[config.mk]
export PLATFORM = sky130hd
export DESIGN_NAME = mem_arbiter
export DESIGN_NICKNAME = d
export VERILOG_FILES = /design/src/rtl/mem_arb_pkg.sv /design/src/rtl/rr_picker.sv /design/src/rtl/mem_arbiter.sv
export SDC_FILE = /design/constraint.sdc
export NUM_CORES = 1
export LEC_CHECK = 0
export CAP_MARGIN = 20
export CORE_AREA = 10 10 86 88
export CTS_CLUSTER_SIZE = 28
export DETAILED_ROUTE_END_ITERATION = 6
export DIE_AREA = 0 0 96 98
export PLACE_DENSITY = 0.85
export SYNTH_ARGS = -nofsm -noshare
export SYNTH_HDL_FRONTEND = slang
export SYNTH_SLANG_ARGS = --single-unit
[constraint.sdc]
create_clock -name clk -period 10.26 [get_ports clk]
set_clock_uncertainty 0.15 [all_clocks]
set_input_delay 2.052 -clock clk [delete_from_list [all_inputs] [get_ports clk]]
set_output_delay 2.052 -clock clk [all_outputs]
set_load 0.03 [all_outputs]
[src/rtl/mem_arb_pkg.sv]
// Shared types and default widths for the memory arbiter.
package mem_arb_pkg;

    localparam int unsigned DEF_DATA_WIDTH = 8;
    localparam int unsigned DEF_ADDR_WIDTH = 8;
    localparam int unsigned DEF_NUM_REQ    = 4;

    typedef enum logic [1:0] {
        ST_IDLE   = 2'd0,
        ST_ACCESS = 2'd1,
        ST_RESP   = 2'd2
    } arb_state_t;

    function automatic int unsigned idx_width(input int unsigned n);
        return (n > 1) ? $clog2(n) : 1;
    endfunction

endpackage

[src/rtl/rr_picker.sv]
// Combinational winner selection: first set request at or after the pointer, wrapping.
module rr_picker
    import mem_arb_pkg::*;
#(
    parameter int unsigned NUM_REQ = DEF_NUM_REQ,
    localparam int unsigned IDX_W  = idx_width(NUM_REQ)
) (
    input  logic [NUM_REQ-1:0] i_req,
    input  logic [IDX_W-1:0]   i_ptr,
    output logic [NUM_REQ-1:0] o_gnt_c,
    output logic [IDX_W-1:0]   o_idx_c
);

    logic        w_found;
    int unsigned w_pos;

    always_comb begin
        o_gnt_c = '0;
        o_idx_c = '0;
        w_found = 1'b0;
        w_pos   = 0;
        for (int unsigned off = 0; off < NUM_REQ; off++) begin
            w_pos = 32'(i_ptr) + off;
            if (w_pos >= NUM_REQ) begin
                w_pos = w_pos - NUM_REQ;
            end
            if (!w_found && i_req[IDX_W'(w_pos)]) begin
                w_found                  = 1'b1;
                o_gnt_c[IDX_W'(w_pos)]   = 1'b1;
                o_idx_c                  = IDX_W'(w_pos);
            end
        end
    end

endmodule

[src/rtl/mem_arbiter.sv]
// Arbitrates NUM_REQ requesters onto one registered-read memory port, one access per 3 cycles.
// Define MEM_ARB_FIXED_PRIO_EN for fixed priority (lowest index wins); default is round-robin.
module mem_arbiter
    import mem_arb_pkg::*;
#(
    parameter int unsigned DATA_WIDTH = DEF_DATA_WIDTH,
    parameter int unsigned ADDR_WIDTH = DEF_ADDR_WIDTH,
    parameter int unsigned NUM_REQ    = DEF_NUM_REQ
) (
    input  logic                           clk,
    input  logic                           reset,
    input  logic [NUM_REQ-1:0]             req,
    input  logic [NUM_REQ-1:0]             req_rw,
    input  logic [NUM_REQ*ADDR_WIDTH-1:0]  req_addr,
    input  logic [NUM_REQ*DATA_WIDTH-1:0]  req_wdata,
    output logic [NUM_REQ-1:0]             gnt,
    output logic [NUM_REQ-1:0]             ack,
    output logic [DATA_WIDTH-1:0]          rdata,
    output logic                           mem_cs,
    output logic                           mem_rw,
    output logic [ADDR_WIDTH-1:0]          mem_addr,
    output logic [DATA_WIDTH-1:0]          mem_wdata,
    input  logic [DATA_WIDTH-1:0]          mem_rdata
);

    localparam int unsigned IDX_W = idx_width(NUM_REQ);

    arb_state_t              r_state;
    arb_state_t              w_next;
    logic                    w_latch;
    logic [IDX_W-1:0]        w_ptr;
    logic [IDX_W-1:0]        w_pick_idx;
    logic [NUM_REQ-1:0]      w_pick_gnt;
    logic [ADDR_WIDTH-1:0]   w_addr_arr [NUM_REQ];
    logic [DATA_WIDTH-1:0]   w_wdata_arr [NUM_REQ];
    logic [NUM_REQ-1:0]      r_gnt;
    logic [NUM_REQ-1:0]      r_ack;
    logic                    r_rw;
    logic [DATA_WIDTH-1:0]   r_rdata;
    logic                    r_mem_cs;
    logic                    r_mem_rw;
    logic [ADDR_WIDTH-1:0]   r_mem_addr;
    logic [DATA_WIDTH-1:0]   r_mem_wdata;

    for (genvar g = 0; g < NUM_REQ; g++) begin : g_unpack
        assign w_addr_arr[g]  = req_addr[g*ADDR_WIDTH +: ADDR_WIDTH];
        assign w_wdata_arr[g] = req_wdata[g*DATA_WIDTH +: DATA_WIDTH];
    end

    rr_picker #(.NUM_REQ(NUM_REQ)) u_picker (
        .i_req   (req),
        .i_ptr   (w_ptr),
        .o_gnt_c (w_pick_gnt),
        .o_idx_c (w_pick_idx)
    );

`ifdef MEM_ARB_FIXED_PRIO_EN
    assign w_ptr = '0;
`else
    logic [IDX_W-1:0] r_ptr;

    always_ff @(posedge clk or negedge reset) begin
        if (!reset) begin
            r_ptr <= '0;
        end else if (w_latch) begin
            r_ptr <= (32'(w_pick_idx) == NUM_REQ - 1) ? '0 : w_pick_idx + 1'b1;
        end
    end

    assign w_ptr = r_ptr;
`endif

    always_ff @(posedge clk or negedge reset) begin
        if (!reset) begin
            r_state <= ST_IDLE;
        end else begin
            r_state <= w_next;
        end
    end

    // A winner still showing its ack is ineligible; the cycle then idles rather than passing down.
    always_comb begin
        w_next  = r_state;
        w_latch = 1'b0;
        case (r_state)
            ST_IDLE: begin
                if (|(w_pick_gnt & ~r_ack)) begin
                    w_next  = ST_ACCESS;
                    w_latch = 1'b1;
                end
            end
            ST_ACCESS: w_next = ST_RESP;
            ST_RESP:   w_next = ST_IDLE;
            default:   w_next = ST_IDLE;
        endcase
    end

    always_ff @(posedge clk or negedge reset) begin
        if (!reset) begin
            r_gnt       <= '0;
            r_ack       <= '0;
            r_rw        <= 1'b0;
            r_rdata     <= '0;
            r_mem_cs    <= 1'b0;
            r_mem_rw    <= 1'b0;
            r_mem_addr  <= '0;
            r_mem_wdata <= '0;
        end else begin
            r_ack       <= '0;
            r_mem_cs    <= w_latch;
            r_mem_rw    <= w_latch & req_rw[w_pick_idx];
            r_mem_addr  <= w_latch ? w_addr_arr[w_pick_idx]  : '0;
            r_mem_wdata <= w_latch ? w_wdata_arr[w_pick_idx] : '0;
            if (w_latch) begin
                r_gnt <= w_pick_gnt;
                r_rw  <= req_rw[w_pick_idx];
            end else if (r_state == ST_RESP) begin
                r_gnt <= '0;
                r_ack <= r_gnt;
                if (!r_rw) begin
                    r_rdata <= mem_rdata;
                end
            end
        end
    end

    assign gnt       = r_gnt;
    assign ack       = r_ack;
    assign rdata     = r_rdata;
    assign mem_cs    = r_mem_cs;
    assign mem_rw    = r_mem_rw;
    assign mem_addr  = r_mem_addr;
    assign mem_wdata = r_mem_wdata;

endmodule

==> metrics <==
Mapped Area=around 0.0025 mm^2; CP Data Required Time=roughly 10 ns; largest net degree at the start of global routing=40; syn nets=~330; total track usage=about 17%; Port-buffer cells=approximately 120; dominant synthesized flop cell=dfrtp_1; vias in the first global route=roughly 2500; Lkg Pwr=~1.6 nW; Final Hold Vio Count=0; Setup WS pre-CTS=between 4 and 5 ns; most frequent cells in the layout=clkdlybuf4s50_1 (114), dfrtp_1 (39), mux2_2 (26); Num CTS Buffers=5; die span in y=~98 um; Final nets=roughly 440; Post-Syn Area per Cell=roughly 10 um^2; Arr. time, crit path=5.11 ns; synth warn=0; DRT Wirelength=between 7000 and 8000 um; final setup fails=0; cell count after synthesis=240; asr flop ratio synth=100%; # DRC=0; PD cells=330 mW/mm^2; Netlist cell types=42; area leader, netlist=dfrtp_1; clk buf depth=2; n_diodes=0; final worst setup slack=around 5.2 ns; Yosys reg bits=39; initial detailed-routing violation count=93; max incr delay on CP=roughly 0.61 ns; global route overflow=0; Clock Sinks=39; Tmin final=between 5 and 6 ns; vias post-DR=roughly 2300; Core Box Area=approximately 0.0057 mm^2; outcome=completed; Die W=approximately 96 um; Resized Gates After CTS=0; Ports=116; ranking of synthesized cells by area=dfrtp_1 (39%), mux2_2 (12%), mux2i_1 (8.4%), a211oi_1 (4.8%), nor2_1 (3.4%); relative slew slack=43.3%; Final Wtd Congestion=about 0.84; Max Transition Viols Final=0; crit start category=input pin; DP HPWL=roughly 6400 um; postcts setup bufs=0; first-pass GRT wire length=roughly 13000 um; Max Fclk=0.199 GHz; vias per cell=5.46; initial core utilization=approximately 44%; Seq/Total Area, Yosys=between 30% and 40%; Clock Tree Root=clkbuf_8; clock insertion delay at the later pin of the skew report=between 0.2 and 0.3 ns; Synth top area share=around two fifths; P&R area growth vs syn=51.0%; Slowest-stage cell, CP=mux4_2; initial antenna violation count=0; clk slew on worst S/H paths=0.08 ns; critical path class=in2reg; layout cells sized above 1=~15%; VDD IR max=0.000181 V; number of enable flip-flop cells after synthesis=0; WHS=0.353 ns; critical-path cell list=clkdlybuf4s50_1 -> mux4_2 -> and2_0 -> a311oi_1 -> a31oi_1 -> o41ai_4 -> buf_4 -> nand3_1 -> nand2_1; Slew @ Worst Pin=0.850 ns; ANT nets after route=0; max-cap violation count=0; H-Tree Level Count=2; commonest non-fill, non-tap cell in the layout=clkdlybuf4s50_1; DRT Pass-1 Iters=6; Final Cycle Share=between 40% and 50%; critical-path maximum fanout=25; CTS Hold Bufs=0; worst hold path class=reg2reg; total negative slack=0 ns; CP Capture Type=flip-flop; DIE AREA=~0.0094 mm^2; RSZ-0062 raised after global routing=no; Routed WL per cell=~19 um; # rows=28; CTS tree=yes
==> kinds of logic (layout without fill, tap and decap cells) <==
kind of cell    Yosys count  in the layout  share of synthesized area [%]
fa+ha+maj                 6              6                           2.99
simple gates             78             78                           15.5
mux                      51             51                           23.3
buf+inv                  23            131                           4.89
flops                    39             39                           38.9
xor+xnor                  1              1                          0.349
compound gates           42             42                           14.1
==> path summary, 6_finish.rpt <==
check                                start           end  slack (ns)  cells after the start
worst max-delay path                req[3]        gnt[0]        5.23                      9
worst min-delay path            r_state[1]    r_state[1]        0.35                      1
worst max register to register   flip-flop        gnt[0]        5.75                     10
worst min register to register  r_state[1]    r_state[1]        0.35                      1
max in group asynchronous            reset  mem_wdata[7]        7.71                      1
min in group asynchronous            reset      rdata[3]        1.71                      1
==> final cells by class <==
class                           instances  area [um^2]
Tap cell                               75         93.8
Sequential cell                        39          976
Inverter                                5         18.8
Fill cell                             441         1960
Clock inverter                          3         43.8
Clock buffer                            5         68.8
Timing Repair Buffer                  118         1170
Multi-Input combinational cell        178         1420
==> sequential cells by signal, summed over array words and instances (netlist names), named ones only <==
| register | cells |
|---|---|
| mem_addr | 8 |
| r_ptr | 1 |
| r_rw | 1 |
| ack | 4 |
| mem_rw | 1 |
| rdata | 8 |
| gnt | 4 |
| mem_wdata | 8 |
| mem_cs | 1 |
| r_state | 2 |
==> per-stage QoR <==
step           instance area, um^2  std cells  power, W  util (%)
2_1_floorplan                 2510        240  0.000916         -
3_3_place_gp                  3670        415   0.00110      64.0
3_5_place_dp                  3670        415   0.00113      64.0
4_1_cts                       3790        423   0.00126      65.9
5_1_grt                       3790        423   0.00135      65.9
6_report                      3790        423   0.00125      65.9
==> worst max-delay path: cells and delay by family <==
| family | cells | cell delay [ns] |
|---|---|---|
| mux | 1 | 0.61 |
| buf+inv | 2 | 0.96 |
| simple gates | 3 | 0.41 |
| compound gates | 3 | 1.08 |
==> metal layers <==
metal | track usage, % | wire, um | part of all wire (%)
met2 | 28.2 | 3960 | 50
met5 | 0 | 0 | 0
met3 | 11.8 | 1180 | 15
met4 | 3.41 | 25 | 0.32
met1 | 17.9 | 2770 | 35
==> cells in the mapped netlist (4+ instances only) <==
cell / count
buf_2: 5
mux2_2: 26
a211oi_1: 16
nand3_1: 6
ha_1: 6
nand4_1: 5
nor3_1: 4
dfrtp_1: 39
inv_1: 4
clkbuf_1: 8
nand2_1: 16
a31oi_1: 4
nor2_1: 23
mux2i_1: 21
a31o_2: 4
and2_1: 5
==> where the power goes <==
part / internal, W / switching (W)
Combinational: 0.000381 / 0.000483
Clock: 0.0000724 / 0.0000551
Sequential: 0.000216 / 0.0000432
No activity file was read; power rests on OpenSTA's default activity.
